$ cat src/rtl/tug_game_ctrl.sv
// Purpose : tug-of-war round sequencer (idle, arm countdown, play, win flash) driving rope position and LED control.
// Latency : outputs update on the same rising edge that samples a button/start rising edge; no extra pipeline.
// Backpressure: none; button and start inputs are level inputs consumed every cycle, held levels yield one event.
//
// Ports:
//   clk          system clock, all state changes on rising edge
//   rst          asynchronous active-high reset
//   start        debounced level; rising edge begins a round (IDLE) or ends it (WIN)
//   pb_l, pb_r   debounced player button levels
//   score[6:0]   one-hot rope position, bit 6 = left end, bit 0 = right end
//   led_control  bit1 = display enable, bit0 = game-over flag
//   winner       00 none, 01 left, 10 right
module tug_game_ctrl #(
  parameter int WAIT_CYCLES  = 50_000_000,
  parameter int FLASH_CYCLES = 12_500_000
) (
  input  logic       clk,
  input  logic       rst,
  input  logic       start,
  input  logic       pb_l,
  input  logic       pb_r,
  output logic [6:0] score,
  output logic [1:0] led_control,
  output logic [1:0] winner
);

  localparam logic [1:0] S_IDLE = 2'd0;
  localparam logic [1:0] S_ARM  = 2'd1;
  localparam logic [1:0] S_PLAY = 2'd2;
  localparam logic [1:0] S_WIN  = 2'd3;

  localparam int CW = $clog2(WAIT_CYCLES + 1);
  localparam int FW = $clog2(FLASH_CYCLES + 1);

  localparam logic [CW-1:0] WAIT_LOAD  = CW'(WAIT_CYCLES - 1);
  localparam logic [FW-1:0] FLASH_LAST = FW'(FLASH_CYCLES - 1);

  localparam logic [6:0] CENTRE    = 7'b0001000;
  localparam logic [6:0] LEFT_END  = 7'b1000000;
  localparam logic [6:0] RIGHT_END = 7'b0000001;

  logic [1:0]    state;
  logic [CW-1:0] wait_cnt;
  logic [FW-1:0] flash_cnt;
  logic          flash_on;
  logic          start_q, pb_l_q, pb_r_q;
  logic          start_ev, l_ev, r_ev;
  logic          move_left, move_right;
  logic [6:0]    next_score;

  assign start_ev = start & ~start_q;
  assign l_ev     = pb_l & ~pb_l_q;
  assign r_ev     = pb_r & ~pb_r_q;

  // During ARM the directions are inverted: an early press penalises the presser.
  // Simultaneous events from both players cancel.
  always_comb begin
    move_left  = 1'b0;
    move_right = 1'b0;
    if (l_ev ^ r_ev) begin
      if (state == S_PLAY) begin
        move_left  = l_ev;
        move_right = r_ev;
      end else if (state == S_ARM) begin
        move_left  = r_ev;
        move_right = l_ev;
      end
    end
  end

  // Guards at the ends keep the rope one-hot with no wrap-around.
  always_comb begin
    next_score = score;
    if (move_left && !score[6]) begin
      next_score = score << 1;
    end else if (move_right && !score[0]) begin
      next_score = score >> 1;
    end
  end

  always_comb begin
    led_control = 2'b00;
    case (state)
      S_PLAY:  led_control = 2'b10;
      S_WIN:   led_control = {flash_on, 1'b1};
      default: led_control = 2'b00;
    endcase
  end

  always_ff @(posedge clk or posedge rst) begin
    if (rst) begin
      state     <= S_IDLE;
      score     <= CENTRE;
      winner    <= 2'b00;
      wait_cnt  <= '0;
      flash_cnt <= '0;
      flash_on  <= 1'b1;
      start_q   <= 1'b0;
      pb_l_q    <= 1'b0;
      pb_r_q    <= 1'b0;
    end else begin
      start_q <= start;
      pb_l_q  <= pb_l;
      pb_r_q  <= pb_r;
      case (state)
        S_IDLE: begin
          if (start_ev) begin
            state    <= S_ARM;
            wait_cnt <= WAIT_LOAD;
          end
        end
        S_ARM, S_PLAY: begin
          score <= next_score;
          if (next_score == LEFT_END || next_score == RIGHT_END) begin
            state     <= S_WIN;
            winner    <= (next_score == LEFT_END) ? 2'b01 : 2'b10;
            wait_cnt  <= '0;
            flash_cnt <= '0;
            flash_on  <= 1'b1;
          end else if (state == S_ARM) begin
            // Countdown holds at zero for one cycle, then play begins.
            if (wait_cnt == '0) begin
              state <= S_PLAY;
            end else begin
              wait_cnt <= wait_cnt - CW'(1);
            end
          end
        end
        default: begin // S_WIN
          if (start_ev) begin
            state     <= S_IDLE;
            score     <= CENTRE;
            winner    <= 2'b00;
            flash_cnt <= '0;
            flash_on  <= 1'b1;
          end else if (flash_cnt == FLASH_LAST) begin
            flash_cnt <= '0;
            flash_on  <= ~flash_on;
          end else begin
            flash_cnt <= flash_cnt + FW'(1);
          end
        end
      endcase
    end
  end

endmodule

$ cat config.mk
export PLATFORM = sky130hd
export DESIGN_NAME = tug_game_ctrl
export DESIGN_NICKNAME = d
export VERILOG_FILES = /design/src/rtl/tug_game_ctrl.sv
export SDC_FILE = /design/constraint.sdc
export NUM_CORES = 1
export LEC_CHECK = 0
export BUFFER_PORTS_ARGS = -buffer_cell sky130_fd_sc_hd__buf_4
export CORE_AREA = 2 2 91 93
export DETAILED_ROUTE_END_ITERATION = 7
export DIE_AREA = 0 0 93 95
export MAX_ROUTING_LAYER = met4
export PLACE_DENSITY = 0.81
export RECOVER_POWER = 50
export SLEW_MARGIN = 20
export SYNTH_ARGS = -nofsm -noshare
export SYNTH_HDL_FRONTEND = slang
export SYNTH_SLANG_ARGS = --single-unit
export TNS_END_PERCENT = 20
$ cat constraint.sdc
create_clock -name clk -period 6.98 [get_ports clk]
set_clock_uncertainty 0.1 [all_clocks]
set_input_delay 0.349 -clock clk [delete_from_list [all_inputs] [get_ports clk]]
set_output_delay 0.349 -clock clk [all_outputs]
set_load 0.1 [all_outputs]
==> impl_metrics.env, run 1 <==
export IMPL_path_max_fanout=37
export IMPL_coreArea_sq_um=7930
export IMPL_final_util=0.563
export IMPL_critPathKind="reg2reg"
export IMPL_power_leakage_nw=1.77
export IMPL_h_tree_depth=3
export IMPL_drive_gt1_frac=0.119
export IMPL_finalHoldViolCount=0
export IMPL_drc=0
export IMPL_synth_edff_count=0
export IMPL_io_pins=16
export IMPL_clk_pin_slew_worst_paths_ns=0.08
export IMPL_violations="max-capacitance violations, max-slew violations"
export IMPL_yosys_area_top_type="dfrtp_1"
export IMPL_maxCapViolations=1
export IMPL_ant_nets=0
export IMPL_die_width_um=93
export IMPL_start_kind="flop"
export IMPL_cts_buffers=9
export IMPL_rsz0062_at_grt="no"
export IMPL_grt_pass1_vias=3419
export IMPL_grt_max_degree=66
export IMPL_drt_initial_drc_count=286
export IMPL_cpLargestDelayFamily="simple AND/OR/NAND/NOR gates"
export IMPL_finalCritPeriodShare=0.525
export IMPL_area_delta_synth_final_pct=7.02
export IMPL_die_h_um=95
export IMPL_synthFlopType="dfrtp_1"
export IMPL_track_usage=0.230
export IMPL_cts_setup_buffers=0
export IMPL_routed_wl_um=9100
export IMPL_syn_area_per_cell_sq_um=8.93
export IMPL_dieArea_sq_um=8840
export IMPL_max_vdd_ir_drop_v=0.000173
export IMPL_synth_seq_area_share=0.391
export IMPL_clk_latency_ns=0.35
export IMPL_cts_repair_resized=0
export IMPL_holdWs_ns=0.0330
export IMPL_wl_met1_um=4240
export IMPL_synth_area_leaders="dfrtp_1, a21oi_1, o21ai_0, nand2_1, nor3_1"
export IMPL_wl_per_cell_um=15.6
export IMPL_finalPower_mw=1.97
export IMPL_port_buffers=15
export IMPL_synth_cell_types=69
export IMPL_diodes=0
export IMPL_final_setup_tns_ns=0
export IMPL_critPathArrivalTime_ns=3.80
export IMPL_crit_path_max_incr_delay_ns=0.45
export IMPL_relSlewSlack=-1.34
export IMPL_antenna_found_initial=0
export IMPL_ys_ff_latch=65
export IMPL_hold_path_class="in2reg"
export IMPL_drtPass1Iterations=5
export IMPL_numClockSinks=65
export IMPL_num_vias=3686
export IMPL_grt_pass1_wl_um=15900
export IMPL_wl_met3_um=464
export IMPL_crit_chain="inv_1, ha_1, and4bb_1, o2bb2ai_2, nand2_1, or3_1, a311oi_2, and3_1, buf_4, o21bai_2, mux2_2"
export IMPL_yosys_warnings=0
export IMPL_start_util=0.526
export IMPL_power_density_nw_per_um2=441
export IMPL_grt_overflow=0
export IMPL_dp_hpwl_um=6130
export IMPL_gp_congestion=0.914
export IMPL_n_fill_cell=698
export IMPL_highest_layer="met4"
export IMPL_synth_area_sq_um=4170
export IMPL_postCtsHoldBufs=0
export IMPL_end_kind="flop"
export IMPL_slew_viol_final=66
export IMPL_row_count=33
export IMPL_crit_path_top_delay_cell="dfrtp_1"
export IMPL_wl_met2_um=4280
export IMPL_synth_cells=467
export IMPL_synthArstFlopShare=1.00
export IMPL_viasPerCell=6.32
export IMPL_syn_nets=479
export IMPL_worstMarginPinSlew_ns=3.51
export IMPL_fin_crit_ns=3.66
export IMPL_nNetsFinal=485
export IMPL_worst_path_buf_inv=2
export IMPL_setup_violations=0
export IMPL_ctsLongestPathBuffers=2
export IMPL_cts_root_buf="clkbuf_8"
export IMPL_status="finished, violations left"
export IMPL_synth_top_area_frac=0.378
export IMPL_max_freq_ghz=0.273
export IMPL_cts_tree="yes"
export IMPL_crit_required_ns=7.12
==> per-layer routing <==
layer | GRT usage | vias to the layer above
met4 | 0.0882 | 0
met5 | - | -
met3 | 0.0471 | 15
met2 | 0.359 | 117
li1 | - | 1783
met1 | 0.296 | 1771
==> cells in the mapped netlist (3+ instances only) <==
| library cell | n |
|---|---|
| buf_2 | 3 |
| mux2i_1 | 11 |
| nor4_1 | 7 |
| a22o_1 | 10 |
| o2bb2ai_1 | 13 |
| a21oi_1 | 38 |
| dfrtp_1 | 63 |
| o21ai_0 | 33 |
| nand4_1 | 5 |
| clkbuf_1 | 12 |
| o31ai_1 | 4 |
| a211o_1 | 7 |
| nor2_1 | 33 |
| nand3_1 | 15 |
| and3_1 | 6 |
| o211ai_1 | 4 |
| nand2_1 | 42 |
| nand2b_1 | 5 |
| or3_1 | 14 |
| o21ai_1 | 4 |
| or2_2 | 4 |
| a21o_1 | 11 |
| nand3b_1 | 3 |
| or4_1 | 12 |
| ha_1 | 7 |
| inv_1 | 14 |
| nor3_1 | 27 |
| nor2b_1 | 3 |
| buf_6 | 4 |
==> sequential cells by signal (all words and copies together) (netlist names) <==
signal and cells:
winner 2, state 2, flash_cnt 24, score 7, pb_l_q 1, wait_cnt 26, pb_r_q 1, start_q 1
flash_on 1
==> cell families after synthesis <==
group / synth area share
and+or+nand+nor: 0.253
buffers and inverters: 0.0516
muxes: 0.0318
adders and majority gates: 0.0210
DFF: 0.391
AOI/OAI and AO/OA: 0.252
==> area by class of cell <==
| cell class | instances | area, sq um | area share |
|---|---|---|---|
| tap | 105 | 131 | 0.0294 |
| timing repair buffer | 19 | 120 | 0.0269 |
| clock inverter | 6 | 66.3 | 0.0149 |
| clock buffer | 10 | 138 | 0.0308 |
| multi-input combinational | 364 | 2330 | 0.521 |
| inverter | 14 | 52.6 | 0.0118 |
| sequential | 65 | 1630 | 0.365 |
==> metrics by stage <==
stage,cells,worst slack (ns),area (sq um)
6_report,583,3.32,4460
2_1_floorplan,467,3.82,4170
5_1_grt,583,2.75,4460
4_1_cts,583,3.37,4490
3_3_place_gp,567,3.43,4280
3_5_place_dp,567,3.36,4280
==> final timing paths <==
path	from	to	slack, ns	cells after the start
max in group asynchronous	rst	flash_cnt[4]$_DFFE_PP0P_	3.54	3
min reg2reg	wait_cnt[15]$_DFFE_PP0P_	wait_cnt[15]$_DFFE_PP0P_	0.41	1
max reg2reg	state[0]$_DFFE_PP0P_	flash_cnt[0]$_DFFE_PP0P_	3.32	11
min	pb_r	pb_r_q$_DFF_PP0_	0.03	1
min in group asynchronous	rst	wait_cnt[18]$_DFFE_PP0P_	1.26	3
max	state[0]$_DFFE_PP0P_	flash_cnt[0]$_DFFE_PP0P_	3.32	11
==> report_power, final <==
part | internal [mW] | switching (mW) | total [mW]
combinational | 0.319 | 0.681 | 1.00
sequential | 0.497 | 0.144 | 0.641
clock | 0.175 | 0.151 | 0.326
==> placed cells by master (no fill, tap or decap), drive strengths merged, types with 7 or more instances in the layout <==
master	netlist	final
a211o	7	7
a21o	11	11
a21oi	38	38
a22o	10	10
and3	7	7
buf	10	12
clkbuf	14	17
dfrtp	63	63
ha	7	7
inv	14	15
mux2i	11	11
nand2	42	42
nand3	15	15
nor2	34	34
nor3	28	28
nor4	7	7
o21ai	38	38
o2bb2ai	14	14
or3	18	18
or4	15	15
==> worst reg2reg max path: stages (launching register included) <==
cell       delay [ns]
dfrtp_1          0.45
inv_1            0.10
ha_1             0.28
and4bb_1         0.34
o2bb2ai_2        0.14
nand2_1          0.21
or3_1            0.37
a311oi_2         0.27
and3_1           0.19
buf_4            0.34
o21bai_2         0.38
mux2_2           0.39
No activity file was read; power rests on OpenSTA's default activity.
==> run 2: changes to the inputs <==
--- a/config.mk
+++ b/config.mk
@@ -5,12 +5,13 @@
 export SDC_FILE = /design/constraint.sdc
 export NUM_CORES = 1
 export LEC_CHECK = 0
+export ABC_AREA = 1
 export BUFFER_PORTS_ARGS = -buffer_cell sky130_fd_sc_hd__buf_4
-export CORE_AREA = 2 2 91 93
+export CORE_AREA = 2 2 93 95
 export DETAILED_ROUTE_END_ITERATION = 7
-export DIE_AREA = 0 0 93 95
+export DIE_AREA = 0 0 95 97
 export MAX_ROUTING_LAYER = met4
-export PLACE_DENSITY = 0.81
+export PLACE_DENSITY = 0.82
 export RECOVER_POWER = 50
 export SLEW_MARGIN = 20
 export SYNTH_ARGS = -nofsm -noshare
==> constraint.sdc (replaced) <==
create_clock -name clk -period 3.8 [get_ports clk]
set_clock_uncertainty 0.1 [all_clocks]
set_input_delay 0.19 -clock clk [delete_from_list [all_inputs] [get_ports clk]]
set_output_delay 0.19 -clock clk [all_outputs]
set_load 0.1 [all_outputs]
==> run 2 against run 1 <==
Die area up 4.3%. Highest routed layer unchanged. Synthesized area increased by 5.5%. Sequential share of layout area shrank 2.2 points. The flow still finishes with violations (max-capacitance violations, max-slew violations). Flip-flop and latch count did not move. Via count increased by 12%. Maximum frequency up 25%.
==> impl_metrics.env, run 2 <==
export IMPL_status="finished, violations left"
export IMPL_violations="max-capacitance violations, max-slew violations"
export IMPL_synth_seq_area_share=0.370
export IMPL_synth_area_sq_um=4400
export IMPL_grt_overflow=0
export IMPL_largest_reg_flops=26
export IMPL_critPathKind="reg2reg"
export IMPL_max_vdd_ir_drop_v=0.000389
export IMPL_coreArea_sq_um=8130
export IMPL_post_route_cell_area_sq_um=4750
export IMPL_ant_nets=0
export IMPL_final_common_cell="nand2_1"
export IMPL_area_delta_synth_final_pct=7.91
export IMPL_synth_top_area_frac=0.358
export IMPL_grt_max_degree=49
export IMPL_finalCritPeriodShare=0.770
export IMPL_rsz0062_at_grt="no"
export IMPL_grt_pass1_vias=3880
export IMPL_cts_setup_buffers=0
export IMPL_num_vias=4114
export IMPL_die_width_um=95
export IMPL_drive_gt1_frac=0.0749
export IMPL_setup_violations=0
export IMPL_relSlewSlack=-0.355
export IMPL_hold_path_class="reg2reg"
export IMPL_syn_area_per_cell_sq_um=7.04
export IMPL_routed_wl_um=9900
export IMPL_largest_register="wait_cnt"
export IMPL_power_leakage_nw=2.16
export IMPL_crit_required_ns=3.96
export IMPL_finalPower_mw=2.90
export IMPL_synthTopCellsByCount="nand2_1, nand3_1, dfrtp_1"
export IMPL_place_inst=726
export IMPL_drtPass1Iterations=5
export IMPL_multi_input_area_sq_um=2420
export IMPL_cts_buffers=9
export IMPL_track_usage=0.238
export IMPL_yosys_warnings=0
export IMPL_clk_latency_ns=0.36
export IMPL_ctsLongestPathBuffers=2
export IMPL_drc=0
export IMPL_dpl_cell_area_sq_um=4530
export IMPL_power_density_nw_per_um2=611
export IMPL_slew_viol_final=47
export IMPL_n_fill_cell=728
export IMPL_grt_pass1_wl_um=17400
export IMPL_syn_nets=637
export IMPL_regArea_sq_um=1630
export IMPL_synth_area_leaders="dfrtp_1, nand2_1, nand3_1, xor2_1, nor2_1"
export IMPL_worstMarginPinSlew_ns=2.02
export IMPL_synth_cell_types=31
export IMPL_antenna_found_initial=0
export IMPL_cts_root_buf="clkbuf_8"
export IMPL_port_buffers=15
export IMPL_nNetsFinal=648
export IMPL_synth_edff_count=0
export IMPL_critPathArrivalTime_ns=3.08
export IMPL_synthArstFlopShare=1.00
export IMPL_yosys_area_top_type="dfrtp_1"
export IMPL_diodes=0
export IMPL_final_util=0.584
export IMPL_layout_common_cells="nand2_1, nand3_1, dfrtp_1"
export IMPL_end_kind="flop"
export IMPL_maxCapViolations=1
export IMPL_drt_initial_drc_count=285
export IMPL_start_util=0.541
export IMPL_ys_ff_latch=65
export IMPL_instances_no_fill=746
export IMPL_fin_crit_ns=2.93
export IMPL_top_regs="wait_cnt (26), flash_cnt (24), score (7)"
export IMPL_row_count=33
export IMPL_synth_cells=625
export IMPL_final_setup_tns_ns=0
export IMPL_finalHoldViolCount=0
export IMPL_numClockSinks=65
export IMPL_start_kind="flop"
export IMPL_io_pins=16
export IMPL_wl_per_cell_um=13.3
export IMPL_dieArea_sq_um=9220
export IMPL_synthFlopType="dfrtp_1"
export IMPL_clk_pin_slew_worst_paths_ns=0.08
export IMPL_max_freq_ghz=0.342
export IMPL_viasPerCell=5.51
export IMPL_path_max_fanout=48
export IMPL_gp_congestion=0.956
export IMPL_die_h_um=97
export IMPL_h_tree_depth=3
export IMPL_synth_most_common_cell="nand2_1"
export IMPL_dp_hpwl_um=6720
export IMPL_cts_tree="yes"
-- run 2: final cells by class --
class | instances | area share
repair buffers | 22 | 0.0274
inverters | 57 | 0.0464
clock inverters | 7 | 0.0200
clock buffers | 9 | 0.0261
well taps | 105 | 0.0277
flip-flops and latches | 65 | 0.343
multi-input cells | 481 | 0.509
-- run 2: repair_timing --
item                                    4_1_cts  5_1_grt
endpoints found under the setup margin        0        0
hold endpoints to repair                      3       44
hold buffers                                  3        1
gates resized for setup                       0        0
-- run 2: final timing paths --
kind,cells after the start,start,slack (ns),to
max,15,state[0]$_DFFE_PP0P_,0.87,flash_cnt[14]$_DFFE_PP0P_
min,2,winner[1]$_DFFE_PP0P_,0.40,winner[1]$_DFFE_PP0P_
max reg2reg,15,state[0]$_DFFE_PP0P_,0.87,flash_cnt[14]$_DFFE_PP0P_
min reg2reg,2,winner[1]$_DFFE_PP0P_,0.40,winner[1]$_DFFE_PP0P_
max in group asynchronous,4,rst,1.17,flash_cnt[9]$_DFFE_PP0P_
min in group asynchronous,3,rst,0.82,flash_cnt[10]$_DFFE_PP0P_
-- run 2: cell families (layout without fill, tap and decap cells) --
group           Yosys count  after routing  share of synthesized area
compound gates           61             61                     0.0717
buf+inv                  79             95                     0.0802
fa+ha+maj                 7              7                     0.0199
xor+xnor                 36             36                     0.0717
flops                    65             65                      0.370
simple gates            377            377                      0.386
-- run 2: critical path, stage by stage (launching register included) --
cell	delay, ns
dfrtp_1	0.42
inv_1	0.09
ha_1	0.25
nor2_2	0.13
nand3_1	0.09
nand2_2	0.14
nand2_2	0.11
nand2_1	0.08
nand3_1	0.06
o21ai_1	0.16
nand2_1	0.08
inv_1	0.10
nand2_4	0.10
nand2_2	0.11
nand2_2	0.43
o21ai_0	0.36
-- run 2: routing by layer --
layer,global-route usage,wire length [um]
met2,0.352,4490
met3,0.0366,409
met5,-,0
met1,0.326,4820
met4,0.0959,177
-- run 2: per-stage QoR --
stage / worst slack, ns / hold WS [ns]
after global routing: 0.469 / 0.434
after detailed placement: 0.921 / 0.211
final: 0.874 / 0.396
after CTS: 0.889 / 0.00784
after global placement: 1.06 / 0.210
after floorplan: 1.15 / 0.121
-- run 2: where the power goes --
part	switching, mW	internal [mW]	total [mW]
logic	0.921	0.295	1.22
registers	0.169	0.857	1.03
clock network	0.292	0.369	0.661
